`config.mk`:
```
export PLATFORM = sky130hd
export DESIGN_NAME = mxv_rx_frame_loader
export DESIGN_NICKNAME = d
export VERILOG_FILES = /design/src/rtl/mxv_rx_frame_loader.sv
export SDC_FILE = /design/constraint.sdc
export NUM_CORES = 1
export LEC_CHECK = 0
export ABC_AREA = 1
export BUFFER_PORTS_ARGS = -buffer_cell sky130_fd_sc_hd__buf_2
export CAP_MARGIN = 20
export CORE_ASPECT_RATIO = 1.2
export CORE_MARGIN = 2
export CORE_UTILIZATION = 55
export CTS_BUF_LIST = sky130_fd_sc_hd__clkbuf_4 sky130_fd_sc_hd__clkbuf_8
export DETAILED_ROUTE_END_ITERATION = 10
export PLACE_DENSITY = 0.88
export SLEW_MARGIN = 10
export SYNTH_ARGS = -nofsm -noshare
export SYNTH_HDL_FRONTEND = slang
export SYNTH_SLANG_ARGS = --single-unit
```
`constraint.sdc`:
```
create_clock -name clk -period 3 [get_ports clk]
set_input_delay 0 -clock clk [delete_from_list [all_inputs] [get_ports clk]]
set_output_delay 0 -clock clk [all_outputs]
set_load 0.005 [all_outputs]
```
`src/rtl/mxv_rx_frame_loader.sv`:
```
// rtl/mxv_rx_frame_loader.sv - UART byte-stream frame decoder feeding size, vector and matrix FIFO to MxV
module mxv_rx_frame_loader #(
  parameter int          MAX_N          = 8,
  parameter logic [7:0]  HEADER         = 8'hFE,
  parameter logic [7:0]  TAIL           = 8'hEF,
  parameter int          TIMEOUT_CYCLES = 500000
) (
  input  logic                 clk,
  input  logic                 reset,
  input  logic                 rx_interrupt,
  input  logic [7:0]           rx_data,
  output logic                 clear_interrupt,
  input  logic                 fifo_full,
  output logic                 fifo_push,
  output logic [7:0]           fifo_value,
  output logic [MAX_N*8-1:0]   vector,
  output logic [31:0]          matrix_length,
  output logic                 start,
  output logic                 busy,
  output logic                 frame_error
);

  localparam int IW = (MAX_N > 1) ? $clog2(MAX_N) : 1;
  localparam logic [7:0] CMD_SIZE   = 8'h01;
  localparam logic [7:0] CMD_VECTOR = 8'h02;
  localparam logic [7:0] CMD_MATRIX = 8'h03;
  localparam logic [7:0] CMD_START  = 8'h04;

  typedef enum logic [1:0] {ST_IDLE, ST_CMD, ST_DATA, ST_TAIL} state_t;

  state_t      state;
  logic        rx_int_d;
  logic [7:0]  cmd_q;
  logic [6:0]  byte_cnt;
  logic [6:0]  idx;
  logic [7:0]  size_shadow;
  logic [7:0]  vec_shadow [MAX_N];
  logic [7:0]  len_q;
  logic [31:0] timer;

  logic        accept;
  logic        timeout;
  logic        cmd_ok;
  logic [6:0]  n7;
  logic [6:0]  pay_len;

  assign accept        = rx_interrupt && !rx_int_d;
  assign busy          = (state != ST_IDLE);
  assign matrix_length = {24'h0, len_q};
  assign n7            = len_q[6:0];
  assign timeout       = (state != ST_IDLE) && !accept && (timer == 32'(TIMEOUT_CYCLES - 1));

  // Payload length decoded straight from the command byte while it is being accepted.
  always_comb begin
    pay_len = 7'd0;
    cmd_ok  = 1'b0;
    case (rx_data)
      CMD_SIZE:   begin pay_len = 7'd1;    cmd_ok = 1'b1;           end
      CMD_VECTOR: begin pay_len = n7;      cmd_ok = (len_q != 8'h0); end
      CMD_MATRIX: begin pay_len = n7 * n7; cmd_ok = (len_q != 8'h0); end
      CMD_START:  begin pay_len = 7'd0;    cmd_ok = (len_q != 8'h0); end
      default:    begin pay_len = 7'd0;    cmd_ok = 1'b0;           end
    endcase
  end

  always_ff @(posedge clk) begin
    if (reset) begin
      state           <= ST_IDLE;
      rx_int_d        <= 1'b0;
      cmd_q           <= 8'h0;
      byte_cnt        <= 7'd0;
      idx             <= 7'd0;
      size_shadow     <= 8'h0;
      len_q           <= 8'h0;
      timer           <= 32'h0;
      clear_interrupt <= 1'b0;
      fifo_push       <= 1'b0;
      fifo_value      <= 8'h0;
      vector          <= '0;
      start           <= 1'b0;
      frame_error     <= 1'b0;
      for (int i = 0; i < MAX_N; i++) vec_shadow[i] <= 8'h0;
    end else begin
      rx_int_d        <= rx_interrupt;
      clear_interrupt <= accept;
      fifo_push       <= 1'b0;
      start           <= 1'b0;

      if (state == ST_IDLE || accept) timer <= 32'h0;
      else                            timer <= timer + 32'h1;

      if (timeout) begin
        state       <= ST_IDLE;
        frame_error <= 1'b1;
      end else if (accept) begin
        case (state)
          ST_IDLE: begin
            if (rx_data == HEADER) begin
              state       <= ST_CMD;
              frame_error <= 1'b0;
            end
          end
          ST_CMD: begin
            cmd_q    <= rx_data;
            byte_cnt <= pay_len;
            idx      <= 7'd0;
            if (!cmd_ok) begin
              frame_error <= 1'b1;
              state       <= ST_IDLE;
            end else if (pay_len == 7'd0) begin
              state <= ST_TAIL;
            end else begin
              state <= ST_DATA;
            end
          end
          ST_DATA: begin
            case (cmd_q)
              CMD_SIZE:   size_shadow <= rx_data;
              CMD_VECTOR: vec_shadow[idx[IW-1:0]] <= rx_data;
              CMD_MATRIX: begin
                // A full FIFO drops the element but the frame keeps counting.
                if (fifo_full) begin
                  frame_error <= 1'b1;
                end else begin
                  fifo_push  <= 1'b1;
                  fifo_value <= rx_data;
                end
              end
              default: ;
            endcase
            byte_cnt <= byte_cnt - 7'd1;
            idx      <= idx + 7'd1;
            if (byte_cnt == 7'd1) state <= ST_TAIL;
          end
          ST_TAIL: begin
            state <= ST_IDLE;
            if (rx_data != TAIL) begin
              frame_error <= 1'b1;
            end else begin
              case (cmd_q)
                CMD_SIZE: begin
                  if (size_shadow != 8'h0 && size_shadow <= 8'(MAX_N)) len_q <= size_shadow;
                  else                                                 frame_error <= 1'b1;
                end
                CMD_VECTOR: begin
                  for (int i = 0; i < MAX_N; i++)
                    vector[8*i +: 8] <= (i < int'(len_q)) ? vec_shadow[i] : 8'h00;
                end
                CMD_START: start <= 1'b1;
                default: ;
              endcase
            end
          end
          default: state <= ST_IDLE;
        endcase
      end
    end
  end

endmodule

```
==> impl_metrics.json <==
{
  "cts_tree": "done",
  "synthXorXnorAreaFrac": 0.00797,
  "seq_area_frac_synth": 0.488,
  "drc_errors": 0,
  "totalPowerFinal_mw": 5.70,
  "start_util": 0.563,
  "synth-seq-cells": 209,
  "core_area_um2": 17600,
  "dr_total_vias": 8465,
  "die_y_um": 151,
  "antenna_found_initial": 0,
  "dieArea_um2": 19100,
  "drt_iter0_drc": 637,
  "synth_cell_types": 41,
  "grt_max_degree": 47,
  "routed_wl_um": 23800,
  "hold_viol": 0,
  "finalSetupViolCount": 0,
  "slew-limit-headroom": 0.243,
  "dr.pass1.iters": 6,
  "yosys.area_share.adder": 0.0276,
  "start_kind": "register",
  "status": "finished, final reports clean",
  "numClockSinks": 209,
  "postPlaceCellArea_um2": 10500,
  "worst-path-max-fanout": 10,
  "grt_setup_unrepaired": "no",
  "utilization": 0.648,
  "worstSkewPairLatency_ns": 0.55,
  "cts_max_level": 2,
  "synth_top_family_by_area": "simple AND/OR/NAND/NOR gates",
  "std_cell_rows": 53,
  "synthesis.area_um2": 9890,
  "synthSimpleGateAreaFrac": 0.240,
  "clk_pin_slew_worst_paths_ns": 0.06,
  "max_cap_viol_count": 0,
  "power_density_nw_per_um2": 501,
  "synth_top_area_cell": "dfxtp_1",
  "cts_buffer_depth": 3,
  "grt_pass1_vias": 7946,
  "cts_buffers": 34,
  "layout.nets": 1310,
  "worstSetupEndpointType": "register",
  "areaGrowthSynthToFinish_pct": 15.1,
  "cts_root_buffer": "clkbuf_8",
  "clock_skew_ns": 0.0335,
  "grt_pass1_wl_um": 38300,
  "worst_pin_slew_ns": 1.12,
  "critPathKind": "reg2reg",
  "post-cts-setup-buffer-count": 0,
  "die_w_um": 126,
  "critPathRequiredTime_ns": 3.15,
  "ir_drop_uv": 323,
  "antenna_cells": 0,
  "synth-edff-count": 64,
  "gp_congestion": 0.923,
  "io_pins": 121,
  "netlist.area_leader.share": 0.293,
  "synth-compound-area-share": 0.143,
  "wire_per_inst_um": 15.6,
  "worstPathArrival_ns": 2.90,
  "finalCritPeriodShare": 0.916,
  "grt_overflow": 0,
  "p_leak_nw": 4.47,
  "synth_cells": 1155,
  "synth-async-reset-ratio": 0,
  "yosys-top-cells-area": "dfxtp_1 29%, edfxtp_1 19%, nand2_1 7.4%, a211oi_2 7.1%, nor2_1 5.6%",
  "yosys_warnings": 0,
  "dp_hpwl_um": 16300,
  "final_layout_size_suffix_gt1_frac": 0.209,
  "fin_crit_ns": 2.75,
  "drv_slew": 0,
  "grt.total_usage": 0.246,
  "numPortBuffers": 96,
  "num-fill-cells": 1399,
  "muxShareOfSynthArea": 0,
  "fmaxAchievable_ghz": 0.364,
  "post-route-cell-area_um2": 11400,
  "syn_avg_cell_area_um2": 8.56,
  "antenna_left": 0,
  "drt-vias-per-instance": 5.57,
  "finalSetupTns_ns": 0,
  "hold_path.class": "in2reg",
  "ys.flop_type": "dfxtp_1"
}
[sequential cells by signal, summed over array words and instances (netlist names), named ones only]
signal / count
fifo_push: 1
vec_shadow: 64
fifo_value: 8
start: 1
state: 1
byte_cnt: 7
timer: 32
clear_interrupt: 1
len_q: 8
vector: 64
rx_int_d: 1
cmd_q: 8
idx: 3
frame_error: 1
size_shadow: 8
[critical path: stages, from the launching register on]
cell     delay [ns]
dfxtp_1        0.35
inv_1          0.17
ha_1           0.20
inv_1          0.08
nand2_1        0.11
nor4_1         0.06
nand3_1        0.13
nand4_2        0.28
o21ai_0        0.98
[final timing paths]
kind | startpoint | to | slack [ns] | cells past startpoint
hold reg to reg | timer[0] | timer[0] | 0.44 | 1
setup reg to reg | state[0] | vec_shadow[3][6] | 0.25 | 8
setup / recovery | state[0] | vec_shadow[3][6] | 0.25 | 8
hold / removal | reset | fifo_value[6] | 0.09 | 3
[synthesized netlist by cell type (2+ instances only)]
cell type	instances
nand2_1	195
nor2_1	148
dfxtp_1	145
inv_1	111
nor3_1	76
edfxtp_1	64
a21oi_1	62
a211oi_2	56
nand3_1	54
o21ai_0	50
buf_4	37
clkbuf_1	29
nand4_1	18
ha_1	17
nor4_1	14
a211oi_1	8
buf_6	7
nor3_2	6
xor2_1	6
nor2_2	5
or2_2	5
clkinv_1	4
nand3b_1	4
a221oi_1	3
buf_2	3
fa_1	3
inv_2	3
o21a_1	3
xnor2_1	3
a31oi_1	2
and3_1	2
nand4_2	2
nor3b_1	2
[where the power goes]
part           leakage, nW  internal, mW  total, mW  switching, mW
Sequential            1.83          2.94       2.95        0.00926
Combinational         2.26        0.0337      0.152          0.118
Clock                0.384          1.45       2.60           1.15
[final cells by class]
| class | instances | area [um^2] | area share |
|---|---|---|---|
| clock inverters | 4 | 38.8 | 0.00341 |
| well taps | 220 | 275 | 0.0242 |
| flip-flops and latches | 209 | 4820 | 0.424 |
| multi-input cells | 774 | 4250 | 0.373 |
| clock buffers | 55 | 682 | 0.0599 |
| repair buffers | 141 | 871 | 0.0765 |
| inverters | 118 | 443 | 0.0389 |
[placed cells by master (no fill, tap or decap), types with 14 or more instances in the layout]
cell        n
buf_2      95
nand4_1    18
inv_1     111
ha_1       16
nor4_1     14
clkbuf_8   43
a21oi_1    61
o21ai_0    50
nor3_1     76
a211oi_2   56
edfxtp_1   64
buf_4      34
nor2_1    148
conb_1     24
nand3_1    54
nand2_1   195
dfxtp_1   145
[cells by family after synthesis]
logic type | count (synthesis)
and+or+nand+nor | 534
DFF | 209
buffers and inverters | 195
AOI/OAI and AO/OA | 187
adders and majority gates | 20
xor gates and xnor gates | 9
other | 1
[routing by layer]
metal	GRT usage	part of all wire
met5	0	0
met4	0.102	0.036
met3	0.0431	0.073
met2	0.438	0.50
met1	0.295	0.39
[timing repair]
action	4_1_cts	5_1_grt
hold buffers	10	0
endpoints found under the hold margin	20	0
resized for setup	0	2
setup endpoints to repair	0	2
[through the flow]
step | cells | worst slack [ns] | hold slack, ns
floorplan | 1178 | 0.0913 | 0.107
global placement | 1452 | 0.232 | 0.241
detailed placement | 1452 | 0.180 | 0.244
CTS | 1521 | 0.195 | 0.0561
global route | 1521 | 0.0148 | 0.0892
finish | 1521 | 0.251 | 0.0889
(Power assumes the default switching activity.)
